### src/rtl/noc_pe_traffic_node.sv
// Processing-element traffic node for one local NoC port.
// It injects NUM_PKTS single-flit packets to pseudo-random remote PEs and counts and checks the flits it sinks.
module noc_pe_traffic_node #(
  parameter logic [1:0]  address  = 2'd0,
  parameter int          NUM_PKTS = 16,
  parameter int          INJ_GAP  = 4,
  parameter logic [15:0] SEED     = 16'hACE1
) (
  input  logic        clk,
  input  logic        rst,
  input  logic [31:0] i_data,
  input  logic        i_data_valid,
  output logic        o_data_ready,
  output logic [31:0] o_data,
  output logic        o_data_valid,
  input  logic        i_data_ready,
  output logic [15:0] o_sent_cnt,
  output logic [31:0] o_rcvd_cnt,
  output logic [15:0] o_err_cnt,
  output logic        o_done
);

  localparam logic [15:0] SEED_MIX = SEED ^ {14'b0, address};
  localparam logic [15:0] SEED_EFF = (SEED_MIX == 16'h0000) ? 16'h0001 : SEED_MIX;
  localparam logic [15:0] GAP_LAST = 16'(INJ_GAP);
  localparam logic [15:0] PKT_LAST = 16'(NUM_PKTS - 1);

  typedef enum logic [1:0] {GAP, SEND, DONE} state_t;

  state_t      state, state_next;
  logic [15:0] gap_cnt;
  logic [15:0] lfsr;
  logic [11:0] seq;
  logic [15:0] sent_cnt;
  logic        handshake;
  logic [1:0]  dest;
  logic        rx_ready;
  logic [31:0] rcvd_cnt;
  logic [15:0] err_cnt;
  logic        rx_accept;
  logic        rx_bad;
  logic        unused_rx_bits;

  assign handshake = (state == SEND) && i_data_ready;
  assign dest      = (lfsr[1:0] == address) ? address + 2'd1 : lfsr[1:0];

  always_ff @(posedge clk or posedge rst) begin
    if (rst) state <= GAP;
    else     state <= state_next;
  end

  always_comb begin
    state_next = state;
    case (state)
      GAP:  if (gap_cnt == GAP_LAST) state_next = SEND;
      SEND: begin
        if (handshake) begin
          if (sent_cnt == PKT_LAST) state_next = DONE;
          else if (INJ_GAP == 0)    state_next = SEND;
          else                      state_next = GAP;
        end
      end
      DONE:    state_next = DONE;
      default: state_next = GAP;
    endcase
  end

  // After reset the gap starts at 0 (INJ_GAP+1 cycles to first valid); after a handshake
  // it restarts at 1 so exactly INJ_GAP idle cycles separate consecutive flits.
  always_ff @(posedge clk or posedge rst) begin
    if (rst)                gap_cnt <= '0;
    else if (state == GAP)  gap_cnt <= gap_cnt + 16'd1;
    else if (handshake)     gap_cnt <= 16'd1;
  end

  always_ff @(posedge clk or posedge rst) begin
    if (rst) begin
      lfsr     <= SEED_EFF;
      seq      <= '0;
      sent_cnt <= '0;
    end else if (handshake) begin
      lfsr     <= {lfsr[14:0], lfsr[15] ^ lfsr[13] ^ lfsr[12] ^ lfsr[10]};
      seq      <= seq + 12'd1;
      sent_cnt <= sent_cnt + 16'd1;
    end
  end

  assign o_data_valid = (state == SEND);
  assign o_data       = (state == SEND) ? {dest, address, seq, lfsr} : 32'h0;
  assign o_done       = (state == DONE);
  assign o_sent_cnt   = sent_cnt;

  assign rx_accept      = i_data_valid && rx_ready;
  assign rx_bad         = (i_data[31:30] != address) || (i_data[29:28] == address);
  assign unused_rx_bits = ^i_data[27:0];

  always_ff @(posedge clk or posedge rst) begin
    if (rst) begin
      rx_ready <= 1'b0;
      rcvd_cnt <= '0;
      err_cnt  <= '0;
    end else begin
      rx_ready <= 1'b1;
      if (rx_accept) begin
        rcvd_cnt <= rcvd_cnt + 32'd1;
        if (rx_bad && (err_cnt != 16'hFFFF)) err_cnt <= err_cnt + 16'd1;
      end
    end
  end

  assign o_data_ready = rx_ready;
  assign o_rcvd_cnt   = rcvd_cnt;
  assign o_err_cnt    = err_cnt;

endmodule

### config.mk
export PLATFORM = sky130hd
export DESIGN_NAME = noc_pe_traffic_node
export DESIGN_NICKNAME = d
export VERILOG_FILES = /design/src/rtl/noc_pe_traffic_node.sv
export SDC_FILE = /design/constraint.sdc
export NUM_CORES = 1
export LEC_CHECK = 0
export BUFFER_PORTS_ARGS = -buffer_cell sky130_fd_sc_hd__buf_4
export CAP_MARGIN = 0
export CORE_MARGIN = 5
export CORE_UTILIZATION = 51
export CTS_CLUSTER_DIAMETER = 80
export CTS_CLUSTER_SIZE = 30
export DETAILED_ROUTE_END_ITERATION = 10
export PLACE_DENSITY = 0.79
export SYNTH_ARGS = -nofsm -noshare
export SYNTH_HDL_FRONTEND = slang
export SYNTH_SLANG_ARGS = --single-unit
### constraint.sdc
create_clock -name clk -period 4.66 [get_ports clk]
set_input_delay 0.233 -clock clk [delete_from_list [all_inputs] [get_ports clk]]
set_output_delay 0.233 -clock clk [all_outputs]
set_load 0.01 [all_outputs]
* Word-level counts from Yosys, hierarchy flattened *
Index checks and enable logic that the tools add are counted.

storage, ports and cells
  output and inout port bits = 99
  input port bits = 36
  flip-flop bits (word level) = 111

cells by class
  mux-type cells = 8
  eq/ne operators = 7
  add/sub/neg operators = 5
  bitwise gates (word level) = 3
  reduce and logical (&&, ||, !) cells = 11

operators with widths
  kind                   number
  $add 16x1->16 const B  3
  $add 32x1->32 const B  1
  $mux 16                2
  $mux 32                1
  $eq 16x3->1 const B    1
  $eq 16x4->1 const B    1
  $ne 16x16->1 const B   1
  $add 12x1->12 const B  1
  $mux 2                 4
  $logic_not 2->1        3
  $pmux 2 s3             1
  $reduce_and 2->1       2
  $reduce_bool 2->1      2
  $logic_and 1x1->1      3
  $xor 1x1->1            3
  $eq 2x1->1 const B     1
  $eq 2x2->1 const B     1
  $ne 2x1->1 const B     1
  $ne 2x2->1 const B     1
  $logic_or 1x1->1       1

* Depth between registers and ports, before layout *
Gate-level depths: netlist (run 1).

  depth after elaboration = 4
  depth in mapped cells = 6
  mapped depth without buffers = 6

* Least setup slack after synthesis (run 1) *
Ideal clock, no wire load.

  kind = reg2reg
  start point = register rcvd_cnt[0] (netlist: o_rcvd_cnt[0])
  end point = register rcvd_cnt[22] (netlist: o_rcvd_cnt[22])
  slack = 2.909 ns
  path buffers = 1
  clock period less this slack = 1.751 ns
  arrival = 1.671 ns
  cell stages (with the launch flop) = 7
  required time = 4.581 ns
  cell sequence = dfrtp_1 > ha_1 > nand3_1 > or2_2 > buf_2 > nor4_4 > xor2_1

between the ends
  cells in the longest elaborated chain, start to end = 1

RTL lines
  what                    RTL line  RTL
  start, declared         38        logic [31:0] rcvd_cnt;
  start signal, assigned  105       rcvd_cnt <= rcvd_cnt + 32'd1;
  $add 32x1->32           105

No other way between the ends.
A chain may end at the register's enable or synchronous reset.

* Worst setup path after layout (run 1) *
  start point = register state[0]
  end point = output port o_data[11]

between the ends
  cells in the longest elaborated chain, start to end = 2

RTL lines
  what                    RTL line  RTL
  start, declared         30        state_t state, state_next;
  start signal, assigned  49        else state <= state_next;
  $eq 2x1->1              89        assign o_data = (state == SEND) ? {dest, address, seq, lfsr} : 32'h0;
  $mux 32                 89
  end, declared           14        output logic [31:0] o_data,

No other way between the ends.

==> impl_summary.log, run 1 <==
INFO  metric wl_per_cell = about 15 um
INFO  metric postCtsSetupBuffers = 0
INFO  metric hold_buffers = 0
INFO  metric finalWeightedCongestion = 0.821
INFO  metric synth-seq-area-share = 51.6%
INFO  metric cts.clk_slew.worst_paths = 100 ps
INFO  metric final.min_clock_period = ~2200 ps
INFO  metric dp_hpwl = slightly above 8 mm
INFO  metric starting_density = a little over half
INFO  metric diodes = 0
INFO  metric clock_insertion_delay_at_the_later_pin_of_the_skew_report = approximately 360 ps
INFO  metric tritoncts = done
INFO  metric ys.warnings.count = 0
INFO  metric grt_first_pass_wirelength = between 15 and 20 mm
INFO  metric critical_path.endpoint_type = output pin
INFO  metric worst-endpoint-arrival = ~2000 ps
INFO  metric grt_pass1_vias = around 4100
INFO  metric cts-resized-gates = 0
INFO  metric worst_clock_skew = 14.1 ps
INFO  metric drt-initial-drc-count = 217
INFO  metric cp-start-kind = flip-flop
INFO  metric area_contributors_post_synth = sky130_fd_sc_hd__dfrtp_1 48%, sky130_fd_sc_hd__xnor2_1 7.0%, sky130_fd_sc_hd__nand2_1 6.0%
INFO  metric finalMaxSlewViolations = 0
INFO  metric core_area = between 10000 and 15000 um2
INFO  metric postLayoutSetupSlackWorst = 2420 ps
INFO  metric numCtsBuffers = 9
INFO  metric cp.required = approximately 4400 ps
INFO  metric cp_cell_sequence = nor2b_2 > and2_1 > buf_4
INFO  metric number_of_synthesized_register_bits = approximately 110
INFO  metric synth_async_sr_flop_share = 100%
INFO  metric dominant_combinational_cell_family_by_area_after_synthesis = simple AND/OR/NAND/NOR gates
INFO  metric synth_top_cell_area_share = around 48%
INFO  metric synth_simple_gate_area_share = 27.7%
INFO  metric dominantRegCellSynth = sky130_fd_sc_hd__dfrtp_1
INFO  metric synth.cells.most_frequent = 103 x sky130_fd_sc_hd__dfrtp_1, 87 x sky130_fd_sc_hd__nand2_1, 43 x sky130_fd_sc_hd__xnor2_1
INFO  metric final-hold-violation-count = 0
INFO  metric setup_total_negative_slack = 0 ps
INFO  metric design.die.area = approximately 13000 um2
INFO  metric status = finished, final reports clean
INFO  metric cts_buffer_depth = 2
INFO  metric cpMaxStageDelayCell = sky130_fd_sc_hd__nor2b_2
INFO  metric timing.critical_path.to = o_data[11]
INFO  metric multi_input_comb_area = around 2500 um2
INFO  metric worst_path_largest_cell_delay = about 800 ps
INFO  metric worst-r2r-cell-count = 4
INFO  metric unrepaired_setup_endpoints_after_global_routing = no
INFO  metric flow.area_growth_from_synthesis = 19.5%
INFO  metric postSynthCellCount = about 530
INFO  metric timing.reg2reg.setup_slack = around 2600 ps
INFO  metric globalRoute.totalOverflow = 0
INFO  metric synth-xor-area-share = around 12%
INFO  metric synth-edff-count = 0
INFO  metric cp-startpoint = state[0]
INFO  metric timing.slew.headroom = 19.0%
INFO  metric max_slew.worst_pin.slew = around 1200 ps
INFO  metric dieHeight = around 110 um
INFO  metric grt_antenna_before_repair = 0
INFO  metric timing.rr.end = seq[8]
INFO  metric layout_worst_path_cycle_share = 48.1%
INFO  metric grt_max_degree = 75
INFO  metric synth.most_common_cell = sky130_fd_sc_hd__dfrtp_1
INFO  metric cts.root.buffer_cell = sky130_fd_sc_hd__clkbuf_8
INFO  metric fp.dieW = ~110 um
INFO  metric clock_sink_count = about 110
INFO  metric synth_largest_area_cell = sky130_fd_sc_hd__dfrtp_1
INFO  metric crit_cells = 3
INFO  metric finalNetCount = about 670
INFO  metric worst-setup-path-type = flip-flop to output pin
INFO  metric power.leakage = ~0.0032 uW
INFO  metric dp_worst_setup_slack = ~2400 ps
INFO  metric rows = 37
INFO  metric vias_per_cell = 5.43
INFO  metric clock_tree.htree_level_count = 3
INFO  metric synth_mux_area_share = around 2.3%
INFO  metric setup_violations_final = 0
INFO  metric fraction_of_layout_instances_using_a_drive_strength_above_1 = 23.9%
INFO  metric critical_path_peak_fanout = 31
INFO  metric synth.distinct_cells = 49
INFO  metric vdd_ir_drop_max = 0.263 mV
INFO  metric port_buffers = between 100 and 150
INFO  metric ioPinCount = roughly 140
INFO  metric synth_compound_area_share = roughly 2.4%
INFO  metric worst_hold_path_type = input pin to async pin
INFO  metric postSynthAreaPerCell = a little over 10 um2
INFO  metric max_freq = between 0.4 and 0.5 GHz
INFO  metric yosys.area_share.adder = ~1.4%
INFO  metric routed_wire_length = ~11 mm
INFO  metric r2r_start = state[1]
INFO  metric path_delay_family = simple AND/OR/NAND/NOR gates
INFO  metric remaining_drc_errors = 0
INFO  metric drt_pass1_iterations = 5
INFO  metric critical_path_buf_inv_count = 1
INFO  metric area_of_the_mapped_netlist = roughly 5400 um2
INFO  metric num_vias = about 4200
INFO  metric ff_latch_area = ~2800 um2
INFO  metric number_of_maximum_capacitance_constraint_violations = 0
INFO  metric num-fill-cells = 846
INFO  metric power_per_unit_of_standard_cell_area = ~330 nW/um2
INFO  metric grtUsageTotal = a little under a fifth
INFO  metric antenna_violating_nets_post_route = 0
through the flow:
step           power (uW)  hold slack (ps)  utilization, %  cell area, um2  instances
2_1_floorplan        1470              405               -            5400        530
3_3_place_gp         1620              448            60.9            6280        752
3_5_place_dp         1650              453            60.9            6280        752
4_1_cts              2170             95.9            62.5            6450        768
5_1_grt              2280              135            62.5            6450        768
6_report             2160             54.2            62.5            6450        768
how the worst min path moves through the flow:
stage | cells after the start | endpoint | from | slack, ps
2_1_floorplan | 2 | state[0] | i_data_ready | 410
3_3_place_gp | 2 | lfsr[6] | lfsr[5] | 450
3_5_place_dp | 2 | lfsr[7] | lfsr[6] | 450
4_1_cts | 2 | seq[11] | rst | 100
5_1_grt | 3 | state[0] | i_data_ready | 130
6_report | 2 | seq[11] | rst | 50
cell type report:
type | instances | area share, %
clock buffer | 9 | 1.92
clock inverter | 7 | 0.717
inverter | 11 | 0.679
multi-input combinational | 388 | 38.5
sequential | 111 | 43.2
tap | 136 | 2.64
timing repair buffer | 106 | 12.3
worst register-to-register path, stage by stage (launching register included):
cell	delay, ps
sky130_fd_sc_hd__dfrtp_1	450
sky130_fd_sc_hd__and3b_1	880
sky130_fd_sc_hd__nand4_1	350
sky130_fd_sc_hd__nor2_1	200
sky130_fd_sc_hd__xor2_1	160
routing by layer:
layer / vias to the layer above / global-route usage [%] / share of wire (%)
met5: - / 0 / 0
met2: 110 / 29.9 / 48
met1: 2030 / 23.5 / 43
met4: 0 / 6.89 / 2.0
li1: 2005 / - / -
met3: 23 / 4.60 / 6.4
state kept, by name, indices dropped and copies added (netlist names):
signal	cells
seq	12
o_rcvd_cnt	32
gap_cnt	16
o_sent_cnt	16
state	2
lfsr	16
o_err_cnt	16
o_data_ready	1
cells in the final DEF, fill, tap and decap left out, types with 9 or more instances in the layout:
master	count
sky130_fd_sc_hd__and2_1	33
sky130_fd_sc_hd__buf_4	106
sky130_fd_sc_hd__clkbuf_8	9
sky130_fd_sc_hd__dfrtp_1	103
sky130_fd_sc_hd__inv_1	10
sky130_fd_sc_hd__mux2i_1	10
sky130_fd_sc_hd__nand2_1	87
sky130_fd_sc_hd__nand3_1	25
sky130_fd_sc_hd__nand4_1	34
sky130_fd_sc_hd__nor2_1	21
sky130_fd_sc_hd__nor3_1	17
sky130_fd_sc_hd__nor4_1	14
sky130_fd_sc_hd__xnor2_1	43
sky130_fd_sc_hd__xor2_1	31
where the power goes:
| part | leakage (uW) | switching, uW | internal (uW) |
|---|---|---|---|
| logic | 0.00163 | 191 | 194 |
| registers | 0.00145 | 168 | 1080 |
| clock network | 0.0000935 | 329 | 196 |
kinds of logic (layout without fill, tap and decap cells):
logic type	Yosys count	after routing
AOI/OAI and AO/OA	20	20
other	2	3
buffers and inverters	31	133
and+or+nand+nor	273	273
xor gates and xnor gates	74	74
adders and majority gates	6	6
muxes	12	12
DFF	111	111
Power figures use the tool's default switching activity.
==> inputs of run 2 (changes only) <==
- ABC_AREA: default -> 1
- CORE_UTILIZATION: 51 -> 49
- PLACE_DENSITY: 0.79 -> 0.78
- clock period: 4.66 -> 2 ns (I/O delays scaled with it)
==> run 2 against run 1 <==
Compared with the run above:
- critical path depth rose by 6
- design area rose by 15%
- die area increased by 15%
- critical endpoint is now o_err_cnt[0]
- largest cell class unchanged
- largest power group unchanged
- non-clock buffer count grew 11
==> impl_summary.log, run 2 <==
INFO  metric status = finished, final reports clean
INFO  metric number_of_maximum_capacitance_constraint_violations = 0
INFO  metric cts.root.buffer_cell = sky130_fd_sc_hd__clkbuf_16
INFO  metric design.die.area = ~15000 um2
INFO  metric ff_latch_area = 2790 um2
INFO  metric synth.cells.most_frequent = 234 x sky130_fd_sc_hd__nand2_1, 119 x sky130_fd_sc_hd__nor2_1, 107 x sky130_fd_sc_hd__inv_1
INFO  metric numCtsBuffers = 9
INFO  metric worst-r2r-cell-count = 9
INFO  metric min_delay_path_depth = 4
INFO  metric synth_async_sr_flop_share = 100%
INFO  metric cp-start-kind = flip-flop
INFO  metric worst-setup-path-type = flip-flop to flip-flop
INFO  metric tritoncts = done
INFO  metric ys.warnings.count = 0
INFO  metric postSynthCellCount = between 800 and 900
INFO  metric core_area = ~12000 um2
INFO  metric diodes = 0
INFO  metric clock_insertion_delay_at_the_later_pin_of_the_skew_report = around 360 ps
INFO  metric dominantRegCellSynth = sky130_fd_sc_hd__dfrtp_1
INFO  metric max_freq = 0.584 GHz
INFO  metric cpMaxStageDelayCell = sky130_fd_sc_hd__dfrtp_1
INFO  metric grt_pass1_vias = 5200
INFO  metric dp_worst_setup_slack = slightly above 300 ps
INFO  metric postLayoutSetupSlackWorst = 289 ps
INFO  metric clock_sink_count = about 110
INFO  metric cts_buffer_depth = 2
INFO  metric vias_per_cell = 4.97
INFO  metric cp.required = between 2000 and 2500 ps
INFO  metric final.min_clock_period = 1710 ps
INFO  metric num-fill-cells = around 1100
INFO  metric synth.most_common_cell = sky130_fd_sc_hd__nand2_1
INFO  metric dpl.cell_count = between 1000 and 1500
INFO  metric ioPinCount = between 100 and 150
INFO  metric worst_path_largest_cell_delay = about 430 ps
INFO  metric layout_common_cells = 233 x sky130_fd_sc_hd__nand2_1, 119 x sky130_fd_sc_hd__nor2_1, 113 x sky130_fd_sc_hd__buf_4, 106 x sky130_fd_sc_hd__inv_1, 103 x sky130_fd_sc_hd__dfrtp_1
INFO  metric cpMostUsedCell = sky130_fd_sc_hd__nor2_4
INFO  metric synth.distinct_cells = 32
INFO  metric routed_wire_length = roughly 14 mm
INFO  metric largest_register_ffs = 32
INFO  metric layout.cells.most_common = sky130_fd_sc_hd__nand2_1
INFO  metric power_per_unit_of_standard_cell_area = around 750 nW/um2
INFO  metric timing.rr.end = o_err_cnt[0]
INFO  metric cp_cell_sequence = ha_1 > nand2_2 > nor2_4 > nand2_4 > nor2_4 > nor2_4 > buf_4 > nand3b_1 > nand2_1
INFO  metric worst_clock_skew = approximately 11 ps
INFO  metric critical_path_buf_inv_count = 1
INFO  metric grt_antenna_before_repair = 0
INFO  metric worst_hold_path_type = input pin to flip-flop
INFO  metric finalWeightedCongestion = approximately 0.9
INFO  metric area_of_the_mapped_netlist = around 6100 um2
INFO  metric grtUsageTotal = 19.9%
INFO  metric power.leakage = ~0.0037 uW
INFO  metric synth-seq-area-share = about 46%
INFO  metric port_buffers = 104
INFO  metric cp-startpoint = o_err_cnt[0]
INFO  metric timing.reg2reg.setup_slack = ~290 ps
INFO  metric remaining_drc_errors = 0
INFO  metric dieHeight = roughly 120 um
INFO  metric layout_worst_path_cycle_share = 85.6%
INFO  metric synth_top_cell_area_share = between 40% and 50%
INFO  metric multi_input_comb_area = about 2800 um2
INFO  metric dp_hpwl = between 10 and 15 mm
INFO  metric post-route-util = roughly three fifths
INFO  metric area_contributors_post_synth = sky130_fd_sc_hd__dfrtp_1 43%, sky130_fd_sc_hd__nand2_1 15%, sky130_fd_sc_hd__nor2_1 7.4%
INFO  metric timing.critical_path.to = o_err_cnt[0]
INFO  metric number_of_synthesized_register_bits = ~110
INFO  metric layoutNonFillerInstCount = ~1100
INFO  metric grt_first_pass_wirelength = approximately 24 mm
INFO  metric cts.clk_slew.worst_paths = roughly 70 ps
INFO  metric path_delay_family = simple AND/OR/NAND/NOR gates
INFO  metric r2r_start = o_err_cnt[0]
INFO  metric max_slew.worst_pin.slew = roughly 580 ps
INFO  metric finalNetCount = just under 1000
INFO  metric clock_tree.htree_level_count = 3
INFO  metric drt-initial-drc-count = about 310
INFO  metric final_cell_area = roughly 7400 um2
INFO  metric antenna_violating_nets_post_route = 0
INFO  metric postSynthAreaPerCell = between 7 and 8 um2
INFO  metric setup_violations_final = 0
INFO  metric vdd_ir_drop_max = ~0.43 mV
INFO  metric flow.area_growth_from_synthesis = 22.7%
INFO  metric setup_total_negative_slack = 0 ps
INFO  metric worst-endpoint-arrival = about 2000 ps
INFO  metric fraction_of_layout_instances_using_a_drive_strength_above_1 = 17.4%
INFO  metric timing.slew.headroom = between 60% and 70%
INFO  metric finalMaxSlewViolations = 0
INFO  metric critical_path_peak_fanout = 15
INFO  metric num_vias = 5462
INFO  metric critical_path.endpoint_type = flip-flop
INFO  metric unrepaired_setup_endpoints_after_global_routing = no
INFO  metric synth_largest_area_cell = sky130_fd_sc_hd__dfrtp_1
INFO  metric final-hold-violation-count = 0
INFO  metric grt_max_degree = approximately 110
INFO  metric drt_pass1_iterations = 5
INFO  metric placed_area = between 7000 and 8000 um2
INFO  metric starting_density = between 50% and 60%
INFO  metric globalRoute.totalOverflow = 0
INFO  metric crit_cells = 9
INFO  metric wl_per_cell = 13.1 um
INFO  metric postCtsSetupBuffers = 0
INFO  metric fp.dieW = 121 um
INFO  metric synth-edff-count = 0
INFO  metric rows = 40
[run 2: cell types whose count changed after synthesis, sizes merged, moves of 18 or more]
cell,change
nand3,+44
o21ai,+23
and2,-33
nand2,+154
inv,+97
nor4,-18
nor2,+108
xnor2,-32
[run 2: logic make-up after synthesis]
logic type	after synthesis	synth area share (%)
xor gates and xnor gates	43	6.22
and+or+nand+nor	484	34.5
buffers and inverters	123	8.18
DFF	111	46.0
other	2	0.124
AOI/OAI and AO/OA	43	3.66
adders and majority gates	6	1.24
[run 2: area by class of cell]
class,instances,area share [%]
clock buffers,10,3.22
well taps,168,2.83
repair buffers,117,12.2
clock inverters,6,1.25
flip-flops and latches,111,37.5
multi-input cells,579,37.5
inverters,108,5.51
[run 2: timing repair]
item,in CTS,in global routing
hold buffers,2,0
hold endpoints to repair,104,0
setup endpoints to repair,0,1
resized for setup,0,1
[run 2: where the power goes]
part	switching, uW	internal [uW]	total, uW
clock	845	1140	1980
combinational	521	360	881
sequential	262	2460	2720
[run 2: per-layer routing]
layer | up-vias | global-route usage (%) | share of wire (%)
met5 | - | 0 | 0
met4 | 0 | 6.93 | 1.9
met3 | 25 | 4.43 | 5.2
met2 | 153 | 33.4 | 48
met1 | 2534 | 25.5 | 45
li1 | 2750 | - | -
[run 2: per-stage QoR]
stage / power [uW] / hold slack [ps]
2_1_floorplan: 3280 / 197
3_3_place_gp: 3590 / 332
6_report: 5590 / 186
4_1_cts: 5620 / 182
5_1_grt: 5860 / 226
3_5_place_dp: 3620 / 330
[run 2: how the worst min path moves through the flow]
stage | startpoint | end
2_1_floorplan | i_data_ready | seq[5]
3_3_place_gp | rst | o_err_cnt[11]
3_5_place_dp | rst | o_err_cnt[11]
4_1_cts | i_data_valid | o_rcvd_cnt[1]
5_1_grt | i_data_valid | o_rcvd_cnt[0]
6_report | i_data_valid | o_rcvd_cnt[1]
[run 2: worst min-delay path, stage by stage]
cell	delay, ps
sky130_fd_sc_hd__buf_4	80
sky130_fd_sc_hd__nand2_2	160
sky130_fd_sc_hd__nand2_1	100
sky130_fd_sc_hd__nand2_1	50
